[src/rtl/morse_hex_receiver_if.sv]
// Key input and decoded-character outputs of the Morse hex receiver.
// The receiver is the slave; the stimulus/trainer side is the master.
interface morse_hex_receiver_if;
  logic       key;
  logic [3:0] digit_out;
  logic       digit_valid;
  logic       error;
  logic [2:0] sym_len;
  logic       busy;

  modport slave (
    input  key,
    output digit_out, digit_valid, error, sym_len, busy
  );

  modport master (
    output key,
    input  digit_out, digit_valid, error, sym_len, busy
  );
endinterface

[src/rtl/morse_hex_receiver.sv]
// Morse key receiver: synchronizes and debounces the key, times marks/spaces in
// Morse units, collects up to five elements and decodes them to a hex digit.
module morse_hex_receiver #(
  parameter int UNIT_CYCLES     = 50,
  parameter int DEBOUNCE_CYCLES = 4,
  parameter int CNT_W           = 32
) (
  input  logic                 clk,
  input  logic                 rst_n,
  morse_hex_receiver_if.slave  bus
);

  localparam logic [CNT_W-1:0] DASH_MIN = CNT_W'(2 * UNIT_CYCLES);
  localparam logic [CNT_W-1:0] CHAR_GAP = CNT_W'(3 * UNIT_CYCLES);
  localparam logic [CNT_W-1:0] DUR_SAT  = CNT_W'(7 * UNIT_CYCLES);
  localparam logic [CNT_W-1:0] DB_LAST  = CNT_W'(DEBOUNCE_CYCLES - 1);

  typedef enum logic [1:0] {S_IDLE = 2'd0, S_MARK = 2'd1, S_SPACE = 2'd2} state_e;

  // Returns {hit, code}; the first keyed element sits at bit (n-1) of p.
  function automatic logic [4:0] lookup(input logic [2:0] n, input logic [4:0] p);
    case ({n, p})
      {3'd5, 5'b11111}: lookup = {1'b1, 4'h0};
      {3'd5, 5'b01111}: lookup = {1'b1, 4'h1};
      {3'd5, 5'b00111}: lookup = {1'b1, 4'h2};
      {3'd5, 5'b00011}: lookup = {1'b1, 4'h3};
      {3'd5, 5'b00001}: lookup = {1'b1, 4'h4};
      {3'd5, 5'b00000}: lookup = {1'b1, 4'h5};
      {3'd5, 5'b10000}: lookup = {1'b1, 4'h6};
      {3'd5, 5'b11000}: lookup = {1'b1, 4'h7};
      {3'd5, 5'b11100}: lookup = {1'b1, 4'h8};
      {3'd5, 5'b11110}: lookup = {1'b1, 4'h9};
      {3'd2, 5'b00001}: lookup = {1'b1, 4'hA};
      {3'd4, 5'b01000}: lookup = {1'b1, 4'hB};
      {3'd4, 5'b01010}: lookup = {1'b1, 4'hC};
      {3'd3, 5'b00100}: lookup = {1'b1, 4'hD};
      {3'd1, 5'b00000}: lookup = {1'b1, 4'hE};
      {3'd4, 5'b00010}: lookup = {1'b1, 4'hF};
      default:          lookup = {1'b0, 4'h0};
    endcase
  endfunction

  logic             sync1_q, sync2_q, kd_q, kd_d;
  logic [CNT_W-1:0] db_cnt_q, db_cnt_d, dur_q, dur_d;
  state_e           state_q, state_d;
  logic [4:0]       sh_q, sh_d;
  logic [2:0]       cnt_q, cnt_d;
  logic             ovf_q, ovf_d, abort_q, abort_d;
  logic [3:0]       digit_q, digit_d;
  logic             valid_q, valid_d, err_q, err_d, busy_q, busy_d;
  logic [2:0]       sym_len_q, sym_len_d;
  logic             kd_rise_s, kd_fall_s;
  logic [4:0]       lut_s;

  // State register with synchronous active-low reset.
  always_ff @(posedge clk) begin
    if (!rst_n) begin
      sync1_q   <= 1'b0;
      sync2_q   <= 1'b0;
      kd_q      <= 1'b0;
      db_cnt_q  <= '0;
      dur_q     <= '0;
      state_q   <= S_IDLE;
      sh_q      <= 5'd0;
      cnt_q     <= 3'd0;
      ovf_q     <= 1'b0;
      abort_q   <= 1'b0;
      digit_q   <= 4'h0;
      valid_q   <= 1'b0;
      err_q     <= 1'b0;
      sym_len_q <= 3'd0;
      busy_q    <= 1'b0;
    end else begin
      sync1_q   <= bus.key;
      sync2_q   <= sync1_q;
      kd_q      <= kd_d;
      db_cnt_q  <= db_cnt_d;
      dur_q     <= dur_d;
      state_q   <= state_d;
      sh_q      <= sh_d;
      cnt_q     <= cnt_d;
      ovf_q     <= ovf_d;
      abort_q   <= abort_d;
      digit_q   <= digit_d;
      valid_q   <= valid_d;
      err_q     <= err_d;
      sym_len_q <= sym_len_d;
      busy_q    <= busy_d;
    end
  end

  // Debounce and the shared mark/space duration counter (restarts at 1 on a kd edge).
  always_comb begin
    kd_d     = kd_q;
    db_cnt_d = '0;
    if (sync2_q != kd_q) begin
      if (db_cnt_q == DB_LAST) begin
        kd_d = sync2_q;
      end else begin
        db_cnt_d = db_cnt_q + CNT_W'(1);
      end
    end else begin
      db_cnt_d = '0;
    end
    if (kd_d != kd_q) begin
      dur_d = CNT_W'(1);
    end else if (dur_q == DUR_SAT) begin
      dur_d = dur_q;
    end else begin
      dur_d = dur_q + CNT_W'(1);
    end
    kd_rise_s = kd_d & ~kd_q;
    kd_fall_s = ~kd_d & kd_q;
  end

  // Character FSM, element accumulation and result evaluation.
  always_comb begin
    state_d   = state_q;
    sh_d      = sh_q;
    cnt_d     = cnt_q;
    ovf_d     = ovf_q;
    abort_d   = abort_q;
    digit_d   = digit_q;
    valid_d   = 1'b0;
    err_d     = 1'b0;
    sym_len_d = sym_len_q;
    lut_s     = lookup(cnt_q, sh_q);
    case (state_q)
      S_IDLE: begin
        // Level check also catches a press that coincided with the previous character's end.
        if (kd_rise_s || kd_q) begin
          state_d = S_MARK;
        end else begin
          state_d = S_IDLE;
        end
      end
      S_MARK: begin
        if (dur_q >= DUR_SAT) begin
          abort_d = 1'b1;
        end else begin
          abort_d = abort_q;
        end
        if (kd_fall_s) begin
          sh_d = {sh_q[3:0], (dur_q >= DASH_MIN)};
          if (cnt_q == 3'd5) begin
            ovf_d = 1'b1;
          end else begin
            cnt_d = cnt_q + 3'd1;
          end
          state_d = S_SPACE;
        end else begin
          state_d = S_MARK;
        end
      end
      S_SPACE: begin
        if (dur_q == CHAR_GAP) begin
          if (lut_s[4] && !ovf_q && !abort_q) begin
            digit_d = lut_s[3:0];
            valid_d = 1'b1;
          end else begin
            err_d = 1'b1;
          end
          sym_len_d = cnt_q;
          sh_d      = 5'd0;
          cnt_d     = 3'd0;
          ovf_d     = 1'b0;
          abort_d   = 1'b0;
          state_d   = S_IDLE;
        end else if (kd_rise_s) begin
          state_d = S_MARK;
        end else begin
          state_d = S_SPACE;
        end
      end
      default: state_d = S_IDLE;
    endcase
    busy_d = (state_d != S_IDLE);
  end

  assign bus.digit_out   = digit_q;
  assign bus.digit_valid = valid_q;
  assign bus.error       = err_q;
  assign bus.sym_len     = sym_len_q;
  assign bus.busy        = busy_q;

endmodule

[src/flat_wrapper.sv]
// flat-port wrapper written by rule: the top's interface ports become plain ports
module morse_hex_receiver_flat 
#(
  parameter int UNIT_CYCLES     = 50,
  parameter int DEBOUNCE_CYCLES = 4,
  parameter int CNT_W           = 32
)
  (clk, rst_n, bus_key, bus_digit_out, bus_digit_valid, bus_error, bus_sym_len, bus_busy);
  morse_hex_receiver_if bus_i ();
  input  logic clk;
  input  logic rst_n;
  input wire logic [$bits(bus_i.key)-1:0] bus_key;
  output wire logic [$bits(bus_i.digit_out)-1:0] bus_digit_out;
  output wire logic [$bits(bus_i.digit_valid)-1:0] bus_digit_valid;
  output wire logic [$bits(bus_i.error)-1:0] bus_error;
  output wire logic [$bits(bus_i.sym_len)-1:0] bus_sym_len;
  output wire logic [$bits(bus_i.busy)-1:0] bus_busy;
  assign bus_i.key = bus_key;
  assign bus_digit_out = bus_i.digit_out;
  assign bus_digit_valid = bus_i.digit_valid;
  assign bus_error = bus_i.error;
  assign bus_sym_len = bus_i.sym_len;
  assign bus_busy = bus_i.busy;
  morse_hex_receiver #(.UNIT_CYCLES(UNIT_CYCLES), .DEBOUNCE_CYCLES(DEBOUNCE_CYCLES), .CNT_W(CNT_W)) u_core (.clk(clk), .rst_n(rst_n), .bus(bus_i));
endmodule
[config.mk]
export PLATFORM = sky130hd
export DESIGN_NAME = morse_hex_receiver_flat
export DESIGN_NICKNAME = d
export VERILOG_FILES = /design/src/rtl/morse_hex_receiver_if.sv /design/src/rtl/morse_hex_receiver.sv /design/src/flat_wrapper.sv
export SDC_FILE = /design/constraint.sdc
export NUM_CORES = 1
export LEC_CHECK = 0
export CAP_MARGIN = 20
export CORE_ASPECT_RATIO = 0.9
export CORE_MARGIN = 5
export CORE_UTILIZATION = 30
export CTS_BUF_LIST = sky130_fd_sc_hd__clkbuf_4 sky130_fd_sc_hd__clkbuf_8
export DETAILED_ROUTE_END_ITERATION = 6
export SLEW_MARGIN = 20
export SYNTH_ARGS = -nofsm -noshare
export SYNTH_HDL_FRONTEND = slang
export SYNTH_SLANG_ARGS = --single-unit
export TNS_END_PERCENT = 50
[constraint.sdc]
create_clock -name clk -period 5.5 [get_ports clk]
set_clock_uncertainty 0.2 [all_clocks]
set_input_delay 1.1 -clock clk [delete_from_list [all_inputs] [get_ports clk]]
set_output_delay 1.1 -clock clk [all_outputs]
set_load 0.02 [all_outputs]
==> flow_metrics.py, run 1 <==
metrics = {
    "outcome": {
        "status": "completed",
    },
    "cells_and_area": {
        "final_common_cell": "dfxtp_1",
        "drive_gt1_share_pct": 4.37,
        "syn2layout_area_growth_pct": 9.22,
        "mostFrequentLayoutCells": "dfxtp_1 (89), nor2_1 (73), nand2_1 (37), xnor2_1 (31), inv_1 (28)",
        "antenna_cells": 0,
        "nFillCells": 1533,
        "nNetsFinal": 560,
    },
    "sta": {
        "fmax_mhz": 295,
        "setup_violations": 0,
        "timing.final.crit_share_pct": 61.6,
        "slew_headroom_pct": 32.3,
        "rsz0062_at_grt": "false",
        "maxSlewViolCount": 0,
        "setup_tns_ns": 0,
        "worst_slew_pin_slew_ns": 1.02,
        "fin_crit_ns": 3.39,
        "hold_violations": 0,
    },
    "synth": {
        "postSynthAreaPerCell_um2": 8.28,
        "syn_area_um2": 4560,
        "postSynthCellCount": 551,
        "synthDistinctLibCells": 58,
        "ys_ff_latch": 89,
        "synthArstFlopShare_pct": 0,
        "synth_edf_count": 0,
        "ys_seq_area_share_pct": 39.1,
        "yosysWarnings": 0,
        "synth_ff_type": "dfxtp_1",
        "syn-num-nets": 567,
    },
    "global_route": {
        "globalRoute.totalOverflow": 0,
        "grt_start_max_net_pins": 34,
        "grt_pass1_wl_mm": 16.4,
        "grt_pass1_vias": 3455,
        "antenna_found_initial": 0,
        "grt_use_total_pct": 11.0,
    },
    "setup_path": {
        "r2r_start": "u_core.db_cnt_q[0]",
        "cp-startpoint": "rst_n",
        "start_kind": "input pin",
        "crit_fanout": 33,
        "worst-setup-path-type": "in2reg",
        "regToRegEndpoint": "u_core.sh_q[4]",
        "cp-endpoint": "u_core.db_cnt_q[31]",
        "rrSetupSlack_ns": 2.40,
        "r2r_cells": 10,
        "required_ns": 5.62,
        "crit_arrival_ns": 3.51,
        "endpoint_kind": "flip-flop",
    },
    "placed_design": {
        "port_buffers": 12,
        "gp_congestion": 0.789,
        "hpwl_mm": 6.65,
    },
    "flow_run": {
        "maxCapViolCount": 0,
    },
    "drt": {
        "drtIter0Drc": 228,
        "routedWlPerCell_um": 12.7,
        "detail-route-antenna-nets": 0,
        "via_count": 3854,
        "routed_wl_mm": 9.45,
        "drt_pre_antenna_iters": 6,
        "viasPerCell": 5.16,
        "drc": 0,
    },
    "pwr": {
        "netSwitchingPower_w": 0.000262,
        "leakage_nw": 1.54,
        "powerDensity_nw_per_um2": 217,
        "p_sw_share_pct": 24.3,
        "p_comb_share_pct": 1.7,
        "peakVddDrop_mv": 0.112,
        "p_int_w": 0.000819,
        "clockPowerShare_pct": 38.2,
        "totalPowerFinal_w": 0.00108,
        "power_frac_seq_pct": 60.1,
    },
    "clock_network": {
        "clk_path_buf_depth": 2,
        "ctsRootBufferMaster": "clkbuf_8",
        "postCtsSetupBuffers": 0,
        "clock-sinks": 89,
        "numCtsBuffers": 9,
        "clk_pin_slew_ns": 0.10,
        "cts_max_level": 3,
        "cts_resized": 0,
        "hold_buffers": 0,
        "clk_latency_ns": 0.37,
        "cts_tree": "built",
    },
    "floorplan": {
        "fp-row-count": 42,
        "die_h_um": 127,
        "dieArea_um2": 17800,
        "core_area_um2": 14800,
        "pin_count": 13,
        "die_x_um": 140,
        "start_util_pct": 30.8,
    },
    "hold_path": {
        "hold_class": "reg2reg",
    },
}
==> cells in the mapped netlist (3+ instances only) <==
master     n  area, µm²
clkbuf_1  20       75.1
and4_1    14        123
nor2_1    73        274
inv_1     28        105
dfxtp_1   89       1780
a21oi_1   21        105
a311oi_1   3       26.3
ha_1      13        163
nor3_1    19       95.1
nand4b_1   3       26.3
nand3_1   22        110
o21ai_0   20        100
and2_1     5       31.3
a22o_1     5       43.8
nor4b_1    5       43.8
a31oi_1    7       43.8
mux2i_1    3       30.0
o211ai_1   3       22.5
nand2_1   37        139
nor4_1    17        106
and3b_1    3       26.3
nand4_1   22        138
nand2b_1   5       31.3
or3_1     17        106
xor2_1    16        140
and3_1     7       43.8
xnor2_1   31        272
buf_2      7       35.0
==> sequential cells by signal (all words and copies together), names as in the netlist <==
| register | count |
|---|---|
| u_core.db_cnt_q | 32 |
| u_core.dur_q | 32 |
| u_core.sh_q | 5 |
| u_core.bus.digit_out | 4 |
| u_core.bus.sym_len | 3 |
| u_core.cnt_q | 3 |
| u_core.state_q | 2 |
| u_core.abort_q | 1 |
| u_core.bus.busy | 1 |
| u_core.bus.digit_valid | 1 |
| u_core.bus.error | 1 |
| u_core.kd_q | 1 |
| u_core.ovf_q | 1 |
| u_core.sync1_q | 1 |
| u_core.sync2_q | 1 |
==> worst min path at each step <==
stage                                  startpoint                      end  slack (ns)  cells past startpoint
after floorplan                    u_core.sync1_q           u_core.sync2_q        0.21                      1
after global placement             u_core.sync1_q           u_core.sync2_q        0.24                      1
after detailed placement           u_core.sync1_q           u_core.sync2_q        0.24                      1
after CTS                 u_core.bus.digit_out[2]  u_core.bus.digit_out[2]        0.26                      2
after global routing        u_core.bus.sym_len[2]    u_core.bus.sym_len[2]        0.29                      2
final                              u_core.sync1_q           u_core.sync2_q        0.26                      1
==> critical path, cell delays in order <==
cell and delay, ns:
clkdlybuf4s50_1 0.81, inv_1 0.34, a211o_1 0.70, a311oi_1 0.42, a41o_1 0.13
==> layer usage <==
metal	part of all wire (%)	vias to the layer above	track usage, %	wire length (µm)
met5	0	-	0	0
met4	1.2	0	3.30	110
met3	4.4	11	3.44	413
met2	44	70	16.2	4150
met1	51	1823	15.5	4780
li1	-	1950	-	-
==> cells by family after synthesis <==
kind of cell	share of synthesized area [%]
xor+xnor	9.03
fa+ha+maj	3.57
mux	0.905
flops	39.1
buf+inv	5.13
compound gates	11.1
simple gates	31.2
==> area by class of cell <==
| cell class | count | area (µm²) | area share, % |
|---|---|---|---|
| Multi-Input combinational cell | 404 | 2550 | 51.1 |
| Clock buffer | 9 | 124 | 2.49 |
| Clock inverter | 7 | 55.1 | 1.11 |
| Tap cell | 198 | 248 | 4.97 |
| Inverter | 28 | 105 | 2.11 |
| Timing Repair Buffer | 12 | 120 | 2.41 |
| Sequential cell | 89 | 1780 | 35.8 |
==> per-stage QoR <==
step	cell area [µm²]	hold slack [ns]	setup WS, ns	instances	util, %
final	4980	0.258	2.11	747	33.6
after global routing	4980	0.286	1.87	747	33.6
after CTS	4980	0.263	2.09	747	33.6
after detailed placement	4800	0.237	1.69	731	32.4
after global placement	4800	0.239	1.77	731	32.4
after floorplan	4560	0.212	2.91	551	-
==> power by group through the flow <==
stage          clock (W)  combinational [W]  sequential, W
2_1_floorplan          0          0.0000150       0.000664
3_3_place_gp           0          0.0000181       0.000665
3_5_place_dp           0          0.0000190       0.000665
4_1_cts         0.000430          0.0000190       0.000650
5_1_grt         0.000454          0.0000216       0.000651
6_report        0.000413          0.0000185       0.000650
(Power assumes the default switching activity.)
==> inputs of run 2 (changes only) <==
clock period = 2.8 ns   (was 5.5 ns; I/O delays follow)
==> run 2 against run 1 <==
Global-route usage grew 0.39 points. Routed wire length grew 4.0%. Sequential share of layout area is 0.83 points lower. Cell count up 1.3%. Total power rose by 110%. Sequential power increased by 97%. Critical endpoint is now u_core.sh_q[0].
==> flow_metrics.py, run 2 (same netlist as run 1, synthesis figures left out) <==
metrics = {
    "flow_run": {
        "maxCapViolCount": 0,
    },
    "floorplan": {
        "fp-row-count": 42,
        "pin_count": 13,
        "die_x_um": 140,
        "dieArea_um2": 17800,
        "start_util_pct": 30.8,
        "die_h_um": 127,
        "core_area_um2": 14800,
    },
    "sta": {
        "fmax_mhz": 386,
        "worst_slew_pin_slew_ns": 0.670,
        "setup_violations": 0,
        "rsz0062_at_grt": "false",
        "slew_headroom_pct": 55.2,
        "hold_violations": 0,
        "setup_tns_ns": 0,
        "worst_slack_ns": 0.211,
        "maxSlewViolCount": 0,
        "timing.final.crit_share_pct": 92.5,
        "fin_crit_ns": 2.59,
    },
    "clock_network": {
        "clk_latency_ns": 0.37,
        "postCtsSetupBuffers": 0,
        "clk_pin_slew_ns": 0.09,
        "numCtsBuffers": 9,
        "hold_buffers": 0,
        "cts_resized": 0,
        "ctsRootBufferMaster": "clkbuf_8",
        "cts_max_level": 3,
        "clock-sinks": 89,
        "cts_tree": "built",
        "clk_path_buf_depth": 2,
    },
    "setup_path": {
        "cp-startpoint": "u_core.db_cnt_q[0]",
        "endpoint_kind": "flip-flop",
        "critPathTopFamily": "compound AO/OA/AOI/OAI gates",
        "r2r_start": "u_core.db_cnt_q[0]",
        "slowest_stage": "dfxtp_1",
        "required_ns": 2.87,
        "cp_cell_sequence": "ha_1 > nor4b_1 > and4_2 > a21oi_1 > a31oi_2 > ha_2 > nand2b_1 > a31oi_1 > a22o_1",
        "crit_arrival_ns": 2.66,
        "crit_buf_inv": 0,
        "worst-setup-path-type": "reg2reg",
        "crit_fanout": 5,
        "start_kind": "flip-flop",
        "cpPeakStageDelay_ns": 0.41,
    },
    "drt": {
        "met1_length_mm": 4.80,
        "detail-route-antenna-nets": 0,
        "routedWlPerCell_um": 13.0,
        "wl_met3_um": 438,
        "drc": 0,
        "wl_met2_mm": 4.44,
        "drt_pre_antenna_iters": 4,
        "drtIter0Drc": 273,
        "top_layer": "met4",
        "routed_wl_mm": 9.83,
        "via_count": 3895,
        "viasPerCell": 5.15,
    },
    "cells_and_area": {
        "drive_gt1_share_pct": 6.44,
        "nNetsFinal": 570,
        "final_common_cell": "dfxtp_1",
        "syn2layout_area_growth_pct": 11.8,
        "largestRegisters": "u_core.db_cnt_q (32), u_core.dur_q (32), u_core.sh_q (5)",
        "finalInstanceArea_um2": 5100,
        "antenna_cells": 0,
        "mostFrequentLayoutCells": "dfxtp_1 (89), nor2_1 (73), nand2_1 (37), xnor2_1 (31), inv_1 (28)",
    },
    "pwr": {
        "totalPowerFinal_w": 0.00228,
        "leakage_nw": 1.61,
        "peakVddDrop_mv": 0.226,
        "powerDensity_nw_per_um2": 447,
    },
    "global_route": {
        "grt_pass1_vias": 3636,
        "grt_use_total_pct": 11.4,
        "globalRoute.totalOverflow": 0,
        "grt_pass1_wl_mm": 17.1,
        "grt_start_max_net_pins": 32,
        "antenna_found_initial": 0,
    },
    "placed_design": {
        "place_area_um2": 4870,
        "port_buffers": 12,
        "gp_congestion": 0.826,
        "hpwl_mm": 6.91,
        "post-place-ws_ns": 0.125,
    },
    "hold_path": {
        "min_from": "u_core.sync1_q",
        "hold_class": "reg2reg",
    },
    "outcome": {
        "status": "completed",
    },
}
==> run 2: final timing paths <==
kind               endpoint  slack [ns]  depth (start not counted)
max          u_core.sh_q[0]        0.21                          9
min reg2reg  u_core.sync2_q        0.26                          1
max reg2reg  u_core.sh_q[0]        0.21                          9
min          u_core.sync2_q        0.26                          1
==> run 2: layout make-up <==
cell class | count | area, µm²
timing repair buffer | 22 | 195
fill | 1528 | 9720
clock buffer | 10 | 131
sequential | 89 | 1780
inverter | 28 | 105
tap | 198 | 248
multi-input combinational | 404 | 2550
clock inverter | 6 | 82.6
==> run 2: through the flow <==
step                      util, %  hold WS [ns]  instances
after global routing         34.4         0.269        757
after CTS                    34.3         0.251        757
after floorplan                 -         0.212        551
final                        34.4         0.255        757
after detailed placement     32.9         0.226        741
after global placement       32.9         0.224        741
==> run 2: power breakdown <==
part / internal, W / total [W] / leakage, nW / switching [W]
Clock: 0.000508 / 0.000963 / 0.109 / 0.000455
Combinational: 0.0000141 / 0.0000414 / 0.787 / 0.0000272
Sequential: 0.00127 / 0.00128 / 0.718 / 0.00000758
==> run 2: metal layers <==
metal	up-vias	global-route usage, %
li1	1964	-
met3	13	3.36
met1	1840	15.3
met5	-	0
met2	78	17.9
met4	0	3.25
==> inputs of run 3 (changes only) <==
clock period = 2.7 ns   (was 2.8 ns; I/O delays follow)
==> run 3 against run 2 <==
Sequential cell count is the same. Critical endpoint unchanged. Routed wire length fell by 2.7%. Core utilization up 0.70 points. Clock power increased by 24%. Via count decreased by 0.28%. Setup slack gained 0.028 ns. Cell count is 0.53% higher. Cell area increased by 2.0%. Global-route usage down 0.16 points. Non-clock buffer count is 4 higher.
==> flow_metrics.py, run 3 (same netlist as run 1, synthesis figures left out) <==
metrics = {
    "cells_and_area": {
        "nNetsFinal": 574,
        "syn2layout_area_growth_pct": 14.1,
        "nFillCells": 1517,
        "multi_input_area_um2": 2580,
        "register_area_um2": 1780,
        "stdcell_count": 761,
        "mostFrequentLayoutCells": "dfxtp_1 (89), nor2_1 (73), nand2_1 (37), xnor2_1 (31), inv_1 (28)",
        "final_common_cell": "dfxtp_1",
        "antenna_cells": 0,
        "drive_gt1_share_pct": 7.46,
        "largestRegisters": "u_core.db_cnt_q (32), u_core.dur_q (32), u_core.sh_q (5)",
    },
    "global_route": {
        "grt_pass1_wl_mm": 16.9,
        "grt_use_total_pct": 11.2,
        "grt_pass1_vias": 3564,
        "antenna_found_initial": 0,
        "globalRoute.totalOverflow": 0,
        "grt_start_max_net_pins": 32,
    },
    "floorplan": {
        "die_h_um": 127,
        "dieArea_um2": 17800,
        "pin_count": 13,
        "start_util_pct": 30.8,
        "fp-row-count": 42,
        "core_area_um2": 14800,
        "die_x_um": 140,
    },
    "drt": {
        "routedWlPerCell_um": 12.6,
        "drt_pre_antenna_iters": 5,
        "via_count": 3884,
        "viasPerCell": 5.10,
        "drc": 0,
        "detail-route-antenna-nets": 0,
        "drtIter0Drc": 301,
        "routed_wl_mm": 9.57,
    },
    "placed_design": {
        "hpwl_mm": 6.84,
        "port_buffers": 12,
        "post-place-ws_ns": 0.0123,
        "placed_cells": 745,
        "gp_congestion": 0.810,
    },
    "clock_network": {
        "clk_path_buf_depth": 2,
        "cts_tree": "built",
        "cts_max_level": 3,
        "numCtsBuffers": 9,
        "clock-sinks": 89,
        "clk_latency_ns": 0.36,
        "ctsRootBufferMaster": "clkbuf_8",
        "clk_pin_slew_ns": 0.08,
    },
    "pwr": {
        "clockPowerShare_pct": 46.6,
        "netSwitchingPower_w": 0.000501,
        "p_int_w": 0.00206,
        "p_comb_share_pct": 1.7,
        "p_sw_share_pct": 19.5,
        "powerDensity_nw_per_um2": 492,
        "leakage_nw": 1.66,
        "power_frac_seq_pct": 51.7,
        "peakVddDrop_mv": 0.280,
    },
    "setup_path": {
        "start_kind": "flip-flop",
        "worst-setup-path-type": "reg2reg",
        "cpPeakStageDelay_ns": 0.39,
        "endpoint_kind": "flip-flop",
        "cpMostUsedCell": "ha_1",
        "slowest_stage": "a31oi_1",
        "cp_cell_sequence": "ha_1 > nor4b_2 > and4_2 > a21oi_1 > a31oi_2 > ha_1 > nand2b_1 > a31oi_1 > a22o_1",
        "required_ns": 2.81,
        "crit_fanout": 5,
        "crit_arrival_ns": 2.57,
    },
    "sta": {
        "worst_slack_ns": 0.239,
        "setup_tns_ns": 0,
        "timing.final.crit_share_pct": 91.2,
        "maxSlewViolCount": 0,
        "hold_violations": 0,
        "slew_headroom_pct": 55.7,
        "fin_crit_ns": 2.46,
        "setup_violations": 0,
        "worst_slew_pin_slew_ns": 0.660,
        "fmax_mhz": 406,
        "holdWs_ns": 0.254,
        "rsz0062_at_grt": "false",
    },
    "flow_run": {
        "maxCapViolCount": 0,
    },
    "hold_path": {
        "hold_class": "reg2reg",
    },
    "outcome": {
        "status": "completed",
    },
}
[run 3: final timing paths]
| path | start | to | slack, ns | depth (start not counted) |
|---|---|---|---|---|
| min | u_core.sync1_q | u_core.sync2_q | 0.25 | 1 |
| min reg2reg | u_core.sync1_q | u_core.sync2_q | 0.25 | 1 |
| max reg2reg | u_core.db_cnt_q[1] | u_core.sh_q[0] | 0.24 | 9 |
| max | u_core.db_cnt_q[1] | u_core.sh_q[0] | 0.24 | 9 |
[run 3: timing repair]
action | in CTS | in global routing
pin swaps | 0 | 0
hold buffers | 0 | 0
setup buffers | 0 | 0
setup endpoints to repair | 4 | 38
resized for setup | 1 | 5
[run 3: cell type report]
type                       count  area share (%)
multi-input combinational    404            49.5
timing repair buffer          26            4.33
clock inverter                 5            2.45
inverter                      28            2.02
sequential                    89            34.2
clock buffer                  11            2.67
tap                          198            4.76
[run 3: power groups by stage]
stage / clock (W) / combinational [W] / sequential (W)
floorplan: 0 / 0.0000305 / 0.00135
CTS: 0.00123 / 0.0000438 / 0.00132
global route: 0.00129 / 0.0000486 / 0.00133
finish: 0.00119 / 0.0000434 / 0.00132
global placement: 0 / 0.0000430 / 0.00136
detailed placement: 0 / 0.0000438 / 0.00136
[run 3: per-stage QoR]
| step | power [W] | instance area [µm²] | util (%) |
|---|---|---|---|
| 3_5_place_dp | 0.00140 | 4900 | 33.1 |
| 3_3_place_gp | 0.00140 | 4900 | 33.1 |
| 6_report | 0.00256 | 5200 | 35.1 |
| 5_1_grt | 0.00267 | 5200 | 35.1 |
| 4_1_cts | 0.00260 | 5180 | 34.9 |
| 2_1_floorplan | 0.00138 | 4560 | - |
[run 3: worst max-delay path: cells and delay by family, from the launching register on]
family | cells | cell delay (ns)
AO/OA/AOI/OAI | 4 | 0.85
AND/OR/NAND/NOR | 3 | 0.57
adder cells (fa/ha/maj) | 2 | 0.45
flip-flops | 1 | 0.34
[run 3: metal layers]
layer	wire length, µm	GRT usage, %
met1	4710	15.2
met2	4340	17.2
met4	133	3.76
met3	390	3.36
met5	0	0
